<file path="config.mk">
export PLATFORM = sky130hd
export DESIGN_NAME = dm_arbiter_flat
export DESIGN_NICKNAME = d
export VERILOG_FILES = /design/src/rtl/dm_arb_pkg.sv /design/src/rtl/dm_arbiter_if.sv /design/src/rtl/dm_arb_age_counter.sv /design/src/rtl/dm_arbiter.sv /design/src/flat_wrapper.sv
export SDC_FILE = /design/constraint.sdc
export NUM_CORES = 1
export LEC_CHECK = 0
export CAP_MARGIN = 20
export CORE_AREA = 2 2 124 126
export DETAILED_ROUTE_END_ITERATION = 6
export DIE_AREA = 0 0 126 128
export SLEW_MARGIN = 20
export SYNTH_ARGS = -nofsm -noshare
export SYNTH_HDL_FRONTEND = slang
export SYNTH_SLANG_ARGS = --single-unit
</file>
<file path="constraint.sdc">
create_clock -name clk -period 4.49 [get_ports clk]
set_input_delay 0.449 -clock clk [delete_from_list [all_inputs] [get_ports clk]]
set_output_delay 0.449 -clock clk [all_outputs]
set_load 0.03 [all_outputs]
</file>
<file path="src/rtl/dm_arb_pkg.sv">
// Shared types and constants for the data-memory arbiter and its memory port.
package dm_arb_pkg;

    typedef enum logic {
        CPU_PRI   = 1'b0,
        DBG_FORCE = 1'b1
    } arb_state_t;

    localparam int unsigned WAIT_W      = 4;
    localparam int unsigned STALL_CNT_W = 16;

    // DMType encodings shared with dm
    localparam logic [2:0] DM_WORD   = 3'b000;
    localparam logic [2:0] DM_HALF   = 3'b001;
    localparam logic [2:0] DM_HALF_U = 3'b010;
    localparam logic [2:0] DM_BYTE   = 3'b011;
    localparam logic [2:0] DM_BYTE_U = 3'b100;

endpackage

</file>
<file path="src/rtl/dm_arbiter_if.sv">
// CPU, debug and memory-side signals of the data-memory arbiter.
interface dm_arbiter_if #(
    parameter int unsigned ADDR_W = 32,
    parameter int unsigned DATA_W = 32
);
    logic              cpu_req;
    logic              cpu_we;
    logic [ADDR_W-1:0] cpu_addr;
    logic [DATA_W-1:0] cpu_wdata;
    logic [2:0]        cpu_dmtype;
    logic [DATA_W-1:0] cpu_rdata;
    logic              cpu_stall;

    logic              dbg_req;
    logic              dbg_we;
    logic [ADDR_W-1:0] dbg_addr;
    logic [DATA_W-1:0] dbg_wdata;
    logic [2:0]        dbg_dmtype;
    logic              dbg_gnt;
    logic [DATA_W-1:0] dbg_rdata;

    logic              dm_we;
    logic [ADDR_W-1:0] dm_addr;
    logic [DATA_W-1:0] dm_din;
    logic [2:0]        dm_dmtype;
    logic [DATA_W-1:0] dm_dout;

    // Requesters and memory side
    modport master (
        output cpu_req, cpu_we, cpu_addr, cpu_wdata, cpu_dmtype,
        input  cpu_rdata, cpu_stall,
        output dbg_req, dbg_we, dbg_addr, dbg_wdata, dbg_dmtype,
        input  dbg_gnt, dbg_rdata,
        input  dm_we, dm_addr, dm_din, dm_dmtype,
        output dm_dout
    );

    // Arbiter
    modport slave (
        input  cpu_req, cpu_we, cpu_addr, cpu_wdata, cpu_dmtype,
        output cpu_rdata, cpu_stall,
        input  dbg_req, dbg_we, dbg_addr, dbg_wdata, dbg_dmtype,
        output dbg_gnt, dbg_rdata,
        output dm_we, dm_addr, dm_din, dm_dmtype,
        input  dm_dout
    );
endinterface

</file>
<file path="src/rtl/dm_arb_age_counter.sv">
// Counts consecutive denied debug cycles and flags when the next cycle must be forced.
module dm_arb_age_counter
    import dm_arb_pkg::*;
#(
    parameter int unsigned STARVE_LIMIT = 4
) (
    input  logic              clk,
    input  logic              rstn,
    input  logic              dbg_req,
    input  logic              dbg_gnt,
    output logic              force_next,
    output logic              clear,
    output logic [WAIT_W-1:0] wait_cnt
);

    logic denied;

    assign denied     = dbg_req & ~dbg_gnt;
    assign clear      = ~denied;
    assign force_next = denied && (wait_cnt == WAIT_W'(STARVE_LIMIT - 1));

    always_ff @(posedge clk or negedge rstn) begin
        if (!rstn)
            wait_cnt <= '0;
        else if (clear)
            wait_cnt <= '0;
        else
            wait_cnt <= wait_cnt + 1'b1;
    end

endmodule

</file>
<file path="src/rtl/dm_arbiter.sv">
// Two-master arbiter for the data memory port: CPU first, debug forced through after a bounded wait.
module dm_arbiter
    import dm_arb_pkg::*;
#(
    parameter int unsigned STARVE_LIMIT = 4,
    parameter int unsigned ADDR_W       = 32,
    parameter int unsigned DATA_W       = 32
) (
    input  logic                   clk,
    input  logic                   rstn,
    dm_arbiter_if.slave            bus,
    output logic [STALL_CNT_W-1:0] stall_cycles
);

    arb_state_t        state, state_n;
    logic              gnt_raw;
    logic              dbg_gnt;
    logic              cpu_stall;
    logic              force_next;
    logic              cnt_clear;
    logic [WAIT_W-1:0] wait_cnt;
    logic [ADDR_W-1:0] mux_addr;
    logic [DATA_W-1:0] mux_din;

    dm_arb_age_counter #(
        .STARVE_LIMIT(STARVE_LIMIT)
    ) u_age (
        .clk       (clk),
        .rstn      (rstn),
        .dbg_req   (bus.dbg_req),
        .dbg_gnt   (dbg_gnt),
        .force_next(force_next),
        .clear     (cnt_clear),
        .wait_cnt  (wait_cnt)
    );

    always_ff @(posedge clk or negedge rstn) begin
        if (!rstn)
            state <= CPU_PRI;
        else
            state <= state_n;
    end

    always_comb begin
        state_n = state;
        gnt_raw = 1'b0;
        case (state)
            CPU_PRI: begin
                gnt_raw = bus.dbg_req & ~bus.cpu_req;
                if (force_next)
                    state_n = DBG_FORCE;
            end
            DBG_FORCE: begin
                gnt_raw = bus.dbg_req;
                state_n = CPU_PRI;
            end
            default: state_n = CPU_PRI;
        endcase
    end

    // Reset masks grant and stall combinationally so nothing reaches memory mid-reset
    assign dbg_gnt   = gnt_raw & rstn;
    assign cpu_stall = bus.cpu_req & dbg_gnt;

    assign mux_addr = dbg_gnt ? bus.dbg_addr  : bus.cpu_addr;
    assign mux_din  = dbg_gnt ? bus.dbg_wdata : bus.cpu_wdata;

    assign bus.dbg_gnt   = dbg_gnt;
    assign bus.cpu_stall = cpu_stall;
    assign bus.dm_we     = rstn & (dbg_gnt ? bus.dbg_we : (bus.cpu_we & bus.cpu_req));
    assign bus.dm_addr   = mux_addr;
    assign bus.dm_din    = mux_din;
    assign bus.dm_dmtype = dbg_gnt ? bus.dbg_dmtype : bus.cpu_dmtype;
    assign bus.cpu_rdata = bus.dm_dout;
    assign bus.dbg_rdata = bus.dm_dout;

    always_ff @(posedge clk or negedge rstn) begin
        if (!rstn)
            stall_cycles <= '0;
        else if (cpu_stall && (stall_cycles != '1))
            stall_cycles <= stall_cycles + 1'b1;
    end

endmodule
</file>
<file path="src/flat_wrapper.sv">
// flat-port wrapper written by rule: the top's interface ports become plain ports
module dm_arbiter_flat import dm_arb_pkg::*;
#(
    parameter int unsigned STARVE_LIMIT = 4,
    parameter int unsigned ADDR_W       = 32,
    parameter int unsigned DATA_W       = 32
)
  (clk, rstn, stall_cycles, bus_cpu_req, bus_cpu_we, bus_cpu_addr, bus_cpu_wdata, bus_cpu_dmtype, bus_cpu_rdata, bus_cpu_stall, bus_dbg_req, bus_dbg_we, bus_dbg_addr, bus_dbg_wdata, bus_dbg_dmtype, bus_dbg_gnt, bus_dbg_rdata, bus_dm_we, bus_dm_addr, bus_dm_din, bus_dm_dmtype, bus_dm_dout);
  dm_arbiter_if #(.ADDR_W(ADDR_W), .DATA_W(DATA_W)) bus_i ();
  input  logic clk;
  input  logic rstn;
  output logic [STALL_CNT_W-1:0] stall_cycles;
  input wire logic [$bits(bus_i.cpu_req)-1:0] bus_cpu_req;
  input wire logic [$bits(bus_i.cpu_we)-1:0] bus_cpu_we;
  input wire logic [$bits(bus_i.cpu_addr)-1:0] bus_cpu_addr;
  input wire logic [$bits(bus_i.cpu_wdata)-1:0] bus_cpu_wdata;
  input wire logic [$bits(bus_i.cpu_dmtype)-1:0] bus_cpu_dmtype;
  output wire logic [$bits(bus_i.cpu_rdata)-1:0] bus_cpu_rdata;
  output wire logic [$bits(bus_i.cpu_stall)-1:0] bus_cpu_stall;
  input wire logic [$bits(bus_i.dbg_req)-1:0] bus_dbg_req;
  input wire logic [$bits(bus_i.dbg_we)-1:0] bus_dbg_we;
  input wire logic [$bits(bus_i.dbg_addr)-1:0] bus_dbg_addr;
  input wire logic [$bits(bus_i.dbg_wdata)-1:0] bus_dbg_wdata;
  input wire logic [$bits(bus_i.dbg_dmtype)-1:0] bus_dbg_dmtype;
  output wire logic [$bits(bus_i.dbg_gnt)-1:0] bus_dbg_gnt;
  output wire logic [$bits(bus_i.dbg_rdata)-1:0] bus_dbg_rdata;
  output wire logic [$bits(bus_i.dm_we)-1:0] bus_dm_we;
  output wire logic [$bits(bus_i.dm_addr)-1:0] bus_dm_addr;
  output wire logic [$bits(bus_i.dm_din)-1:0] bus_dm_din;
  output wire logic [$bits(bus_i.dm_dmtype)-1:0] bus_dm_dmtype;
  input wire logic [$bits(bus_i.dm_dout)-1:0] bus_dm_dout;
  assign bus_i.cpu_req = bus_cpu_req;
  assign bus_i.cpu_we = bus_cpu_we;
  assign bus_i.cpu_addr = bus_cpu_addr;
  assign bus_i.cpu_wdata = bus_cpu_wdata;
  assign bus_i.cpu_dmtype = bus_cpu_dmtype;
  assign bus_cpu_rdata = bus_i.cpu_rdata;
  assign bus_cpu_stall = bus_i.cpu_stall;
  assign bus_i.dbg_req = bus_dbg_req;
  assign bus_i.dbg_we = bus_dbg_we;
  assign bus_i.dbg_addr = bus_dbg_addr;
  assign bus_i.dbg_wdata = bus_dbg_wdata;
  assign bus_i.dbg_dmtype = bus_dbg_dmtype;
  assign bus_dbg_gnt = bus_i.dbg_gnt;
  assign bus_dbg_rdata = bus_i.dbg_rdata;
  assign bus_dm_we = bus_i.dm_we;
  assign bus_dm_addr = bus_i.dm_addr;
  assign bus_dm_din = bus_i.dm_din;
  assign bus_dm_dmtype = bus_i.dm_dmtype;
  assign bus_i.dm_dout = bus_dm_dout;
  dm_arbiter #(.STARVE_LIMIT(STARVE_LIMIT), .ADDR_W(ADDR_W), .DATA_W(DATA_W)) u_core (.clk(clk), .rstn(rstn), .bus(bus_i), .stall_cycles(stall_cycles));
endmodule
</file>
Word-level counts from Yosys, hierarchy flattened
Index checks and enable logic that the tools add are counted.
- register bits after elaboration: 21
- bits of input ports: 172
- output and inout bits: 150
- word-level logic and storage cells: 26
- add/subtract/negate cells: 2
- equality and inequality tests: 2
- muxes and demuxes: 8
- bitwise logic cells: 9
- reductions and logical operators: 2
- operators with widths (kind ; count):
    two-way mux 32 bit ; 2
    adder 16 x 1 -> 16 bit, second input constant ; 1
    inequality test 16 bit, second input constant ; 1
    bitwise AND 1 bit ; 6
    adder 4 x 1 -> 4 bit, second input constant ; 1
    equality test 4 x 2 -> 1 bit, second input constant ; 1
    two-way mux 4 bit ; 1
    case mux 1 bit (2 select lines) ; 2
    two-way mux 3 bit ; 1
    NOT 1 bit ; 3
    logical AND 1 bit ; 2
    two-way mux 1 bit ; 2

Depth between registers and ports, before layout
Gate-level depths: netlist (run 1).
- depth after elaboration: 9
- gate-level depth with buffers: 6
- gate-level depth less buffers: 5

Cells and area by module
From an unflattened synthesis (run 1), not the netlist that was laid out.
- cells, all modules: 235
- area, all modules: 2331.0 um2
- modules (own cells, without submodules) (module ; instances ; cells each ; area an instance (um2) ; seq. area each (um2)):
    dm_arbiter ; 1 ; 219 ; 2142.1 ; 425.4
    dm_arb_age_counter ; 1 ; 16 ; 188.9 ; 100.1

Worst setup path before layout (run 1)
Ideal clock, no wire load.
- path type: input port to output port
- start point: input port rstn
- end point: output port bus_dm_we
- arrival: 2185 ps
- required time: 4041 ps
- path slack: 1856 ps
- cell stages on the path: 5
- buffers on the path: 1
- path through: nand2_1 -> a21oi_1 -> clkbuf_1 -> nand2_1 -> a21boi_0
- longest elaborated chain between the ends: 3
- ends and longest elaborated chain (element ; line ; text):
    from (decl) ; flat_wrapper.sv:11 ; input logic rstn;
    bitwise AND 1 bit ; dm_arbiter.sv:62 ; assign dbg_gnt = gnt_raw & rstn;
    via bus_dbg_gnt ; flat_wrapper.sv:25 ; output wire logic [$bits(bus_i.dbg_gnt)-1:0] bus_dbg_gnt;
    two-way mux 1 bit ; dm_arbiter.sv:70 ; assign bus.dm_we = rstn & (dbg_gnt ? bus.dbg_we : (bus.cpu_we & bus.cpu_req));
    bitwise AND 1 bit ; dm_arbiter.sv:70 ;
    to (decl) ; flat_wrapper.sv:27 ; output wire logic [$bits(bus_i.dm_we)-1:0] bus_dm_we;
The timed path passes the listed nets, and every way through them passes these cells.

Worst setup path in the final report (run 1)
- start point: input port bus_dbg_req
- end point: output port bus_dm_din[6]
- longest elaborated chain between the ends: 4
- ends and longest elaborated chain (element ; line ; text):
    from (decl) ; flat_wrapper.sv:20 ; input wire logic [$bits(bus_i.dbg_req)-1:0] bus_dbg_req;
    bitwise AND 1 bit ; dm_arbiter.sv:49 ; gnt_raw = bus.dbg_req & ~bus.cpu_req;
    case mux 1 bit (2 select lines) (*) ; dm_arbiter.sv:47 ; case (state)
    bitwise AND 1 bit (*) ; dm_arbiter.sv:62 ;
    two-way mux 32 bit (*) ; dm_arbiter.sv:66 ; assign mux_din = dbg_gnt ? bus.dbg_wdata : bus.cpu_wdata;
    to (decl) ; flat_wrapper.sv:29 ; output wire logic [$bits(bus_i.dm_din)-1:0] bus_dm_din;
Every way passes the cells marked *; elsewhere a longest branch is shown, timed or not.

==> impl_metrics.env, run 1 <==
export IMPL_insertion_delay_ns=0.25
export IMPL_syn_num_nets=410
export IMPL_skew_ns=0.001620
export IMPL_vias_per_cell=3.925
export IMPL_final_max_slew_viol_count=0
export IMPL_whs_path_depth=1
export IMPL_yosys_most_used_dff="dfrtp_1"
export IMPL_clk_pin_slew_ns=0.06
export IMPL_finalHoldViolations=0
export IMPL_critPathArrivalTime_ns=2.96
export IMPL_place_gp_congestion=0.7282
export IMPL_setup_violations=0
export IMPL_start_util_pct=15.45
export IMPL_crit_type="input port to output port"
export IMPL_timing_final_crit_share_pct=76.01
export IMPL_start_kind="input port"
export IMPL_drt_initial_drc_count=28
export IMPL_post_cts_buffers=0
export IMPL_max_vdd_ir_drop_mv=0.1123
export IMPL_antenna_cells=0
export IMPL_dp_hpwl_um=7235
export IMPL_relSlewSlack_pct=57.11
export IMPL_synth_edf_count=0
export IMPL_core_area_um2=14860
export IMPL_finalWirelength_um=8501
export IMPL_min_path_type="register to register"
export IMPL_drive_gt1_share_pct=20.60
export IMPL_clock_sinks=21
export IMPL_total_power_mw=0.7786
export IMPL_cp_end_kind="output port"
export IMPL_nNetsFinal=573
export IMPL_num_fill_cells=1565
export IMPL_cts_hold_buf=0
export IMPL_fin_ws_ns=1.077
export IMPL_rr_startpoint="u_core.state"
export IMPL_drv_cap=0
export IMPL_ant_nets=0
export IMPL_netlist_area_um2=2296
export IMPL_die_h_um=128
export IMPL_dp_cells=582
export IMPL_wl_per_cell_um=14.51
export IMPL_whs_endpoint="u_core.u_age.wait_cnt[0]"
export IMPL_ys_seq_elements=21
export IMPL_seq_area_frac_synth_pct=22.89
export IMPL_antenna_found_initial=0
export IMPL_io_pins=322
export IMPL_grt_overflow_total=0
export IMPL_std_cell_rows=45
export IMPL_area_growth_syn_to_layout_pct=92.53
export IMPL_synth_top_area_share_pct=33.84
export IMPL_die_w_um=126
export IMPL_yosysWarnings=0
export IMPL_drc_errors=0
export IMPL_cts_root_buf="clkbuf_16"
export IMPL_rsz0062_at_grt="false"
export IMPL_instances_no_fill=586
export IMPL_syn_mean_instance_area_um2=9.729
export IMPL_period_minus_slack_ns=3.413
export IMPL_grt_use_total_pct=9.373
export IMPL_cp_required_ns=4.04
export IMPL_synth_most_common_cell="mux2_2"
export IMPL_pre_cts_slack_ns=1.005
export IMPL_clock_path_buffers=2
export IMPL_grt_max_degree=37
export IMPL_synthCells=236
export IMPL_path_max_fanout=36
export IMPL_reg2reg_to="u_core.stall_cycles[13]"
export IMPL_setup_tns_ns=0
export IMPL_die_area_um2=16130
export IMPL_yosysTopAreaCell="mux2_2"
export IMPL_status="completed"
export IMPL_synthTopCellsByArea="mux2_2, dfrtp_1, buf_4, xor2_1, nand2_1"
export IMPL_drtPass1Iterations=4
export IMPL_vias=2300
export IMPL_async_flop_share_pct=100.0
export IMPL_cts_tree="done"
export IMPL_grt_pass1_vias=2421
export IMPL_cts_resized=0
export IMPL_worst_slew_pin_slew_ns=0.6419
export IMPL_cts_made_buffers=3
export IMPL_final_util_pct=29.74
export IMPL_yosysUniqueCellTypes=27
export IMPL_hp_start="u_core.u_age.wait_cnt[0]"
export IMPL_grt_pass1_wl_um=12280
export IMPL_p_leak_nw=1.694
export IMPL_portBuffers=225
export IMPL_r2r_cells=4
export IMPL_r2r_slack_ns=2.59
export IMPL_fmax_mhz=293.0
export IMPL_power_density_nw_per_um2=176.1
export IMPL_synth_common_cells="mux2_2, buf_4, dfrtp_1"
export IMPL_cts_max_level=1
[power by group]
| group | internal [mW] | switching [mW] |
|---|---|---|
| clock | 0.121 | 0.0669 |
| combinational | 0.226 | 0.167 |
| sequential | 0.194 | 0.00418 |
[sequential cells by signal, indices dropped and copies added (netlist names)]
| register | count |
|---|---|
| u_core.stall_cycles | 16 |
| u_core.u_age.wait_cnt | 4 |
| u_core.state | 1 |
[per-layer routing]
metal	up-vias	track usage [%]	share of wire (%)
met3	18	3.005	9.4
met5	-	0	0
met2	146	17.33	52
met4	0	2.909	2.1
met1	1058	10.17	36
li1	1078	-	-
[through the flow]
| step | area, µm² | hold slack, ns |
|---|---|---|
| 3_3_place_gp | 4342 | 0.4511 |
| 2_1_floorplan | 2296 | 0.1534 |
| 3_5_place_dp | 4342 | 0.4624 |
| 6_report | 4420 | 0.4654 |
| 4_1_cts | 4420 | 0.4698 |
| 5_1_grt | 4420 | 0.4920 |
[critical path: stages]
cell,delay [ns]
clkdlybuf4s50_1,0.56
nand2_1,0.14
a21oi_4,0.53
buf_12,0.30
mux2_2,0.37
clkdlybuf4s50_1,0.60
[placed cells by master, fill, tap and decap left out, drive strengths merged]
cell type      instances
nor4b                  2
buf                    6
inv                    3
a21boi                 1
ha                     2
nor3b                  1
or4                    1
nand4                  6
nor2                   9
xor2                  14
nand2                 10
or3                    1
and4                   1
dfrtp                 21
nor4                   4
xnor2                  1
clkbuf                 4
mux2                  69
nand3                  5
a21oi                  1
o21ai                  2
nor3                   6
clkdlybuf4s50        225
o211ai                 1
nand2b                 2
[how the worst max path moves through the flow]
stage                startpoint       endpoint  slack, ns  depth (start not counted)
floorplan                  rstn      bus_dm_we       1.86                          5
global placement    bus_dbg_req      bus_dm_we       1.05                          7
detailed placement  bus_dbg_req      bus_dm_we       1.01                          7
CTS                 bus_dbg_req      bus_dm_we        1.0                          7
global route        bus_dbg_req      bus_dm_we       0.89                          7
finish              bus_dbg_req  bus_dm_din[6]       1.08                          6
[logic make-up (layout without fill, tap and decap cells)]
| group | Yosys count | after routing | synth area share, % |
|---|---|---|---|
| simple gates | 48 | 48 | 12.15 |
| mux | 69 | 69 | 33.84 |
| xor+xnor | 15 | 15 | 5.722 |
| fa+ha+maj | 2 | 2 | 1.090 |
| buf+inv | 76 | 238 | 23.00 |
| compound gates | 5 | 5 | 1.308 |
| flops | 21 | 21 | 22.89 |
[final cells by class]
type / count / area [µm²] / area share (%)
repair buffers: 231 / 2310 / 52.25
flip-flops and latches: 21 / 525.5 / 11.89
multi-input cells: 139 / 1260 / 28.50
inverters: 3 / 11.26 / 0.2547
clock buffers: 4 / 78.83 / 1.783
well taps: 188 / 235.2 / 5.321
Note: power is estimated with default switching activity, not from simulation.
==> inputs of run 2 (changes only) <==
Settings changed: CORE_AREA 2 2 124 126 to 2 2 125 127, DIE_AREA 0 0 126 128 to 0 0 127 129.
Clock period 4.49 ns to 2.8 ns, I/O delays scaled along.
==> run 2 against run 1 <==
Non-clock buffer count grew 2. Clock skew grew 0.0025 ns. Cell count is 0.34% higher. Design area fell by 0.99%. Critical path type unchanged. Critical endpoint is now bus_dm_addr[10].
==> impl_metrics.env, run 2 (synthesis gave the netlist of run 1 again) <==
export IMPL_path_max_fanout=47
export IMPL_cts_hold_buf=0
export IMPL_final_max_slew_viol_count=0
export IMPL_grt_pass1_vias=2420
export IMPL_critPathArrivalTime_ns=2.35
export IMPL_regArea_um2=525.5
export IMPL_cts_root_buf="clkbuf_16"
export IMPL_grt_overflow_total=0
export IMPL_vias_per_cell=3.876
export IMPL_finalWirelength_um=9646
export IMPL_portBuffers=225
export IMPL_grt_max_degree=48
export IMPL_crit_type="input port to output port"
export IMPL_place_gp_congestion=0.7733
export IMPL_die_w_um=127
export IMPL_antenna_cells=0
export IMPL_cp_slowest_stage_delay_ns=0.60
export IMPL_worst_path_most_repeated_cell="clkdlybuf4s50_1"
export IMPL_status="completed"
export IMPL_wl_per_cell_um=16.40
export IMPL_timing_final_crit_share_pct=93.75
export IMPL_start_kind="input port"
export IMPL_post_route_cell_area_um2=4377
export IMPL_clock_path_buffers=2
export IMPL_dpl_cell_area_um2=4297
export IMPL_hold_ws_ns=0.4403
export IMPL_worst_path_max_delay_cell="clkdlybuf4s50_1"
export IMPL_insertion_delay_ns=0.25
export IMPL_worst_slew_pin_slew_ns=0.5921
export IMPL_dp_hpwl_um=8433
export IMPL_grt_use_total_pct=10.30
export IMPL_drv_cap=0
export IMPL_max_vdd_ir_drop_mv=0.1973
export IMPL_die_area_um2=16380
export IMPL_multi_input_area_um2=1260
export IMPL_drtPass1Iterations=4
export IMPL_regMostFlops="u_core.stall_cycles"
export IMPL_cts_max_level=1
export IMPL_total_power_mw=1.243
export IMPL_min_path_type="input port to asynchronous set/reset pin"
export IMPL_cts_made_buffers=3
export IMPL_std_cell_rows=45
export IMPL_start_util_pct=15.33
export IMPL_setup_tns_ns=0
export IMPL_drive_gt1_share_pct=27.25
export IMPL_crit_chain="clkdlybuf4s50_1 > nand2_1 > a21oi_4 > buf_12 > mux2_2 > clkdlybuf4s50_1"
export IMPL_cp_required_ns=2.52
export IMPL_cp_end_kind="output port"
export IMPL_drc_errors=0
export IMPL_power_density_nw_per_um2=284.0
export IMPL_post_cts_buffers=0
export IMPL_finalHoldViolations=0
export IMPL_period_minus_slack_ns=2.625
export IMPL_nNetsFinal=575
export IMPL_drt_initial_drc_count=30
export IMPL_largest_register_ff_count=16
export IMPL_fmax_mhz=381.0
export IMPL_ant_nets=0
export IMPL_setup_violations=0
export IMPL_critical_path_buf_inv_count=3
export IMPL_top_regs="u_core.stall_cycles x16, u_core.u_age.wait_cnt x4, u_core.state x1"
export IMPL_p_leak_nw=1.729
export IMPL_area_growth_syn_to_layout_pct=90.63
export IMPL_skew_ns=0.004108
export IMPL_clk_pin_slew_ns=0.06
export IMPL_vias=2279
export IMPL_cts_tree="done"
export IMPL_clock_sinks=21
export IMPL_rsz0062_at_grt="false"
export IMPL_antenna_found_initial=0
export IMPL_core_area_um2=14980
export IMPL_path_delay_family="buffers and inverters"
export IMPL_num_fill_cells=1568
export IMPL_die_h_um=129
export IMPL_io_pins=322
export IMPL_relSlewSlack_pct=60.20
export IMPL_final_common_cell="clkdlybuf4s50_1"
export IMPL_final_cell_mix="clkdlybuf4s50_1, mux2_2, buf_4"
export IMPL_cts_resized=0
export IMPL_grt_pass1_wl_um=13310
[run 2: cell types whose count changed in the layout (fill, tap and decap cells not counted)]
cell,before,now
buf_4,5,31
clkbuf_1,1,0
clkdlybuf4s50_1,225,201
clkinv_2,0,1
[run 2: path summary, 6_finish.rpt]
check,start,endpoint,slack [ns],depth (start not counted)
min reg2reg,u_core.u_age.wait_cnt[0],u_core.u_age.wait_cnt[0],0.46,1
max,bus_dbg_req,bus_dm_addr[10],0.18,6
max reg2reg,u_core.stall_cycles[0],u_core.stall_cycles[1],0.73,6
min,rstn,u_core.stall_cycles[3],0.44,2
max in group asynchronous,rstn,u_core.stall_cycles[11],2.12,2
min in group clk,u_core.u_age.wait_cnt[0],u_core.u_age.wait_cnt[0],0.46,1
[run 2: cell type report]
type | instances | share of cell area [%]
repair buffers | 233 | 51.74
clock buffers | 3 | 1.715
clock inverters | 1 | 0.1144
well taps | 188 | 5.375
inverters | 3 | 0.2573
flip-flops and latches | 21 | 12.01
multi-input cells | 139 | 28.79
[run 2: power breakdown]
group / internal, mW / switching, mW
combinational: 0.354 / 0.273
sequential: 0.310 / 0.00623
clock: 0.192 / 0.108
total: 0.856 / 0.387
[run 2: layer usage]
metal | GRT usage, % | share of wire [%] | vias to the layer above
li1 | - | - | 1089
met1 | 11.84 | 36 | 1050
met2 | 17.55 | 50 | 114
met3 | 4.574 | 12 | 26
met4 | 2.715 | 1.9 | 0
met5 | 0 | 0 | -
[run 2: through the flow]
step / cells / util [%] / worst slack, ns
after detailed placement: 584 / 28.69 / 0.1698
after CTS: 588 / 29.22 / 0.1617
after global routing: 588 / 29.22 / 0.07833
after global placement: 584 / 28.69 / 0.1788
after floorplan: 236 / - / 0.3662
final: 588 / 29.22 / 0.1750
==> inputs of run 3 (changes only) <==
Clock period 2.8 ns to 2.4 ns, I/O delays scaled along.
==> run 3 against run 2 <==
Worst setup slack got worse by 0.073 ns. First-iteration DRC count rose by 33%. Sequential cell count did not move. Core utilization rose by 0.42 points. Sequential power rose by 17%. Register-to-register slack got worse by 0.13 ns. Global-route usage grew 0.099 points. Critical path type unchanged. Critical endpoint is now bus_dm_addr[25].
==> impl_metrics.env, run 3 (synthesis gave the netlist of run 1 again) <==
export IMPL_status="completed"
export IMPL_cp_slowest_stage_delay_ns=0.50
export IMPL_p_leak_nw=1.854
export IMPL_pre_cts_slack_ns=-0.1369
export IMPL_cp_end_kind="output port"
export IMPL_cts_root_buf="clkbuf_16"
export IMPL_place_gp_congestion=0.7752
export IMPL_rsz0062_at_grt="false"
export IMPL_min_path_type="register to register"
export IMPL_die_w_um=127
export IMPL_final_cell_mix="clkdlybuf4s50_1, mux2_2, dlygate4sd2_1"
export IMPL_grt_overflow_total=0
export IMPL_grt_max_degree=44
export IMPL_cp_required_ns=2.16
export IMPL_grt_pass1_wl_um=13410
export IMPL_final_common_cell="clkdlybuf4s50_1"
export IMPL_instances_no_fill=598
export IMPL_area_growth_syn_to_layout_pct=93.35
export IMPL_finalWirelength_um=10210
export IMPL_grt_use_total_pct=10.40
export IMPL_dp_cells=591
export IMPL_r2r_cells=6
export IMPL_cts_tree="done"
export IMPL_final_max_slew_viol_count=0
export IMPL_internal_power_mw=0.9758
export IMPL_crit_chain="clkdlybuf4s50_1 > nand2_1 > a21oi_4 > buf_12 > buf_4 > mux2_2 > dlygate4sd2_1"
export IMPL_clock_sinks=21
export IMPL_max_vdd_ir_drop_mv=0.2798
export IMPL_antenna_cells=0
export IMPL_std_cell_rows=45
export IMPL_dpl_cell_area_um2=4347
export IMPL_clkPwrFrac_pct=24.2
export IMPL_nNetsFinal=585
export IMPL_timing_final_crit_share_pct=95.74
export IMPL_die_area_um2=16380
export IMPL_power_frac_comb_pct=49.8
export IMPL_post_route_cell_area_um2=4439
export IMPL_clock_path_buffers=2
export IMPL_whs_path_depth=1
export IMPL_vias=2313
export IMPL_finalHoldViolations=0
export IMPL_cts_max_level=1
export IMPL_drive_gt1_share_pct=29.02
export IMPL_clk_pin_slew_ns=0.05
export IMPL_regArea_um2=525.5
export IMPL_insertion_delay_ns=0.25
export IMPL_portBuffers=225
export IMPL_fmax_mhz=435.2
export IMPL_ant_nets=0
export IMPL_regMostFlops="u_core.stall_cycles"
export IMPL_largest_register_ff_count=16
export IMPL_period_minus_slack_ns=2.298
export IMPL_p_sw_mw=0.4495
export IMPL_core_area_um2=14980
export IMPL_antenna_found_initial=0
export IMPL_cts_hold_buf=0
export IMPL_setup_violations=0
export IMPL_start_util_pct=15.33
export IMPL_num_fill_cells=1580
export IMPL_grt_pass1_vias=2472
export IMPL_switching_share_pct=31.54
export IMPL_top_regs="u_core.stall_cycles x16, u_core.u_age.wait_cnt x4, u_core.state x1"
export IMPL_die_h_um=129
export IMPL_io_pins=322
export IMPL_critPathArrivalTime_ns=2.06
export IMPL_start_kind="input port"
export IMPL_cts_made_buffers=3
export IMPL_crit_type="input port to output port"
export IMPL_fin_ws_ns=0.1022
export IMPL_power_density_nw_per_um2=321.1
export IMPL_skew_ns=0.003161
export IMPL_relSlewSlack_pct=78.55
export IMPL_path_max_fanout=11
export IMPL_wl_per_cell_um=17.08
export IMPL_vias_per_cell=3.868
export IMPL_seqPwrFrac_pct=26.0
export IMPL_drc_errors=0
export IMPL_drt_initial_drc_count=40
export IMPL_drv_cap=0
export IMPL_worst_path_max_delay_cell="clkdlybuf4s50_1"
export IMPL_multi_input_area_um2=1260
export IMPL_dp_hpwl_um=8613
export IMPL_drtPass1Iterations=4
export IMPL_worst_slew_pin_slew_ns=0.3173
-- run 3: area by class of cell --
| type | count | area share (%) |
|---|---|---|
| timing repair buffer | 243 | 52.45 |
| multi-input combinational | 139 | 28.38 |
| clock buffer | 4 | 1.776 |
| sequential | 21 | 11.84 |
| tap | 188 | 5.299 |
| inverter | 3 | 0.2537 |
-- run 3: power by group through the flow --
stage               sequential (mW)  combinational [mW]  clock (mW)
global route                  0.371               0.748       0.373
global placement              0.376               0.738           0
detailed placement            0.377               0.743           0
finish                        0.370               0.710       0.345
CTS                           0.370               0.706       0.358
floorplan                     0.382               0.502           0
-- run 3: per-layer routing --
metal	routed length (µm)	global-route usage [%]	up-vias	part of all wire, %
li1	-	-	1104	-
met1	3721	11.73	1069	36
met2	5093	17.74	114	50
met3	1214	4.990	26	12
met4	184	2.715	0	1.8
met5	0	0	-	0
-- run 3: repair_timing --
item                                    CTS  global route
hold endpoints to repair                  0             0
cloned                                    0             2
buffers inserted                          0             1
endpoints found under the setup margin   45             1
resized for setup                        45             0
-- run 3: final timing paths --
kind	start	endpoint	slack (ns)
worst min-delay path	u_core.u_age.wait_cnt[0]	u_core.u_age.wait_cnt[0]	0.47
worst min register to register	u_core.u_age.wait_cnt[0]	u_core.u_age.wait_cnt[0]	0.47
min in group asynchronous	rstn	u_core.stall_cycles[6]	0.52
worst max-delay path	rstn	bus_dm_addr[25]	0.10
max in group asynchronous	rstn	u_core.stall_cycles[5]	1.66
worst max register to register	u_core.stall_cycles[0]	u_core.stall_cycles[10]	0.60
-- run 3: stage by stage --
| stage | hold slack, ns | power, mW | TNS [ns] | util, % |
|---|---|---|---|---|
| floorplan | -0.05559 | 0.8842 | 0 | - |
| finish | 0.4657 | 1.425 | 0 | 29.64 |
| detailed placement | 0.4542 | 1.119 | -5.048 | 29.02 |
| global placement | 0.4469 | 1.114 | -3.839 | 29.02 |
| global route | 0.4801 | 1.493 | 0 | 29.64 |
| CTS | 0.4616 | 1.434 | 0 | 29.17 |
-- run 3: worst max-delay path: cells and delay by family --
kind                   cells  cell delay, ns
multiplexers               1            0.35
AND/OR/NAND/NOR            1            0.11
buffers and inverters      4            1.20
AO/OA/AOI/OAI              1            0.15
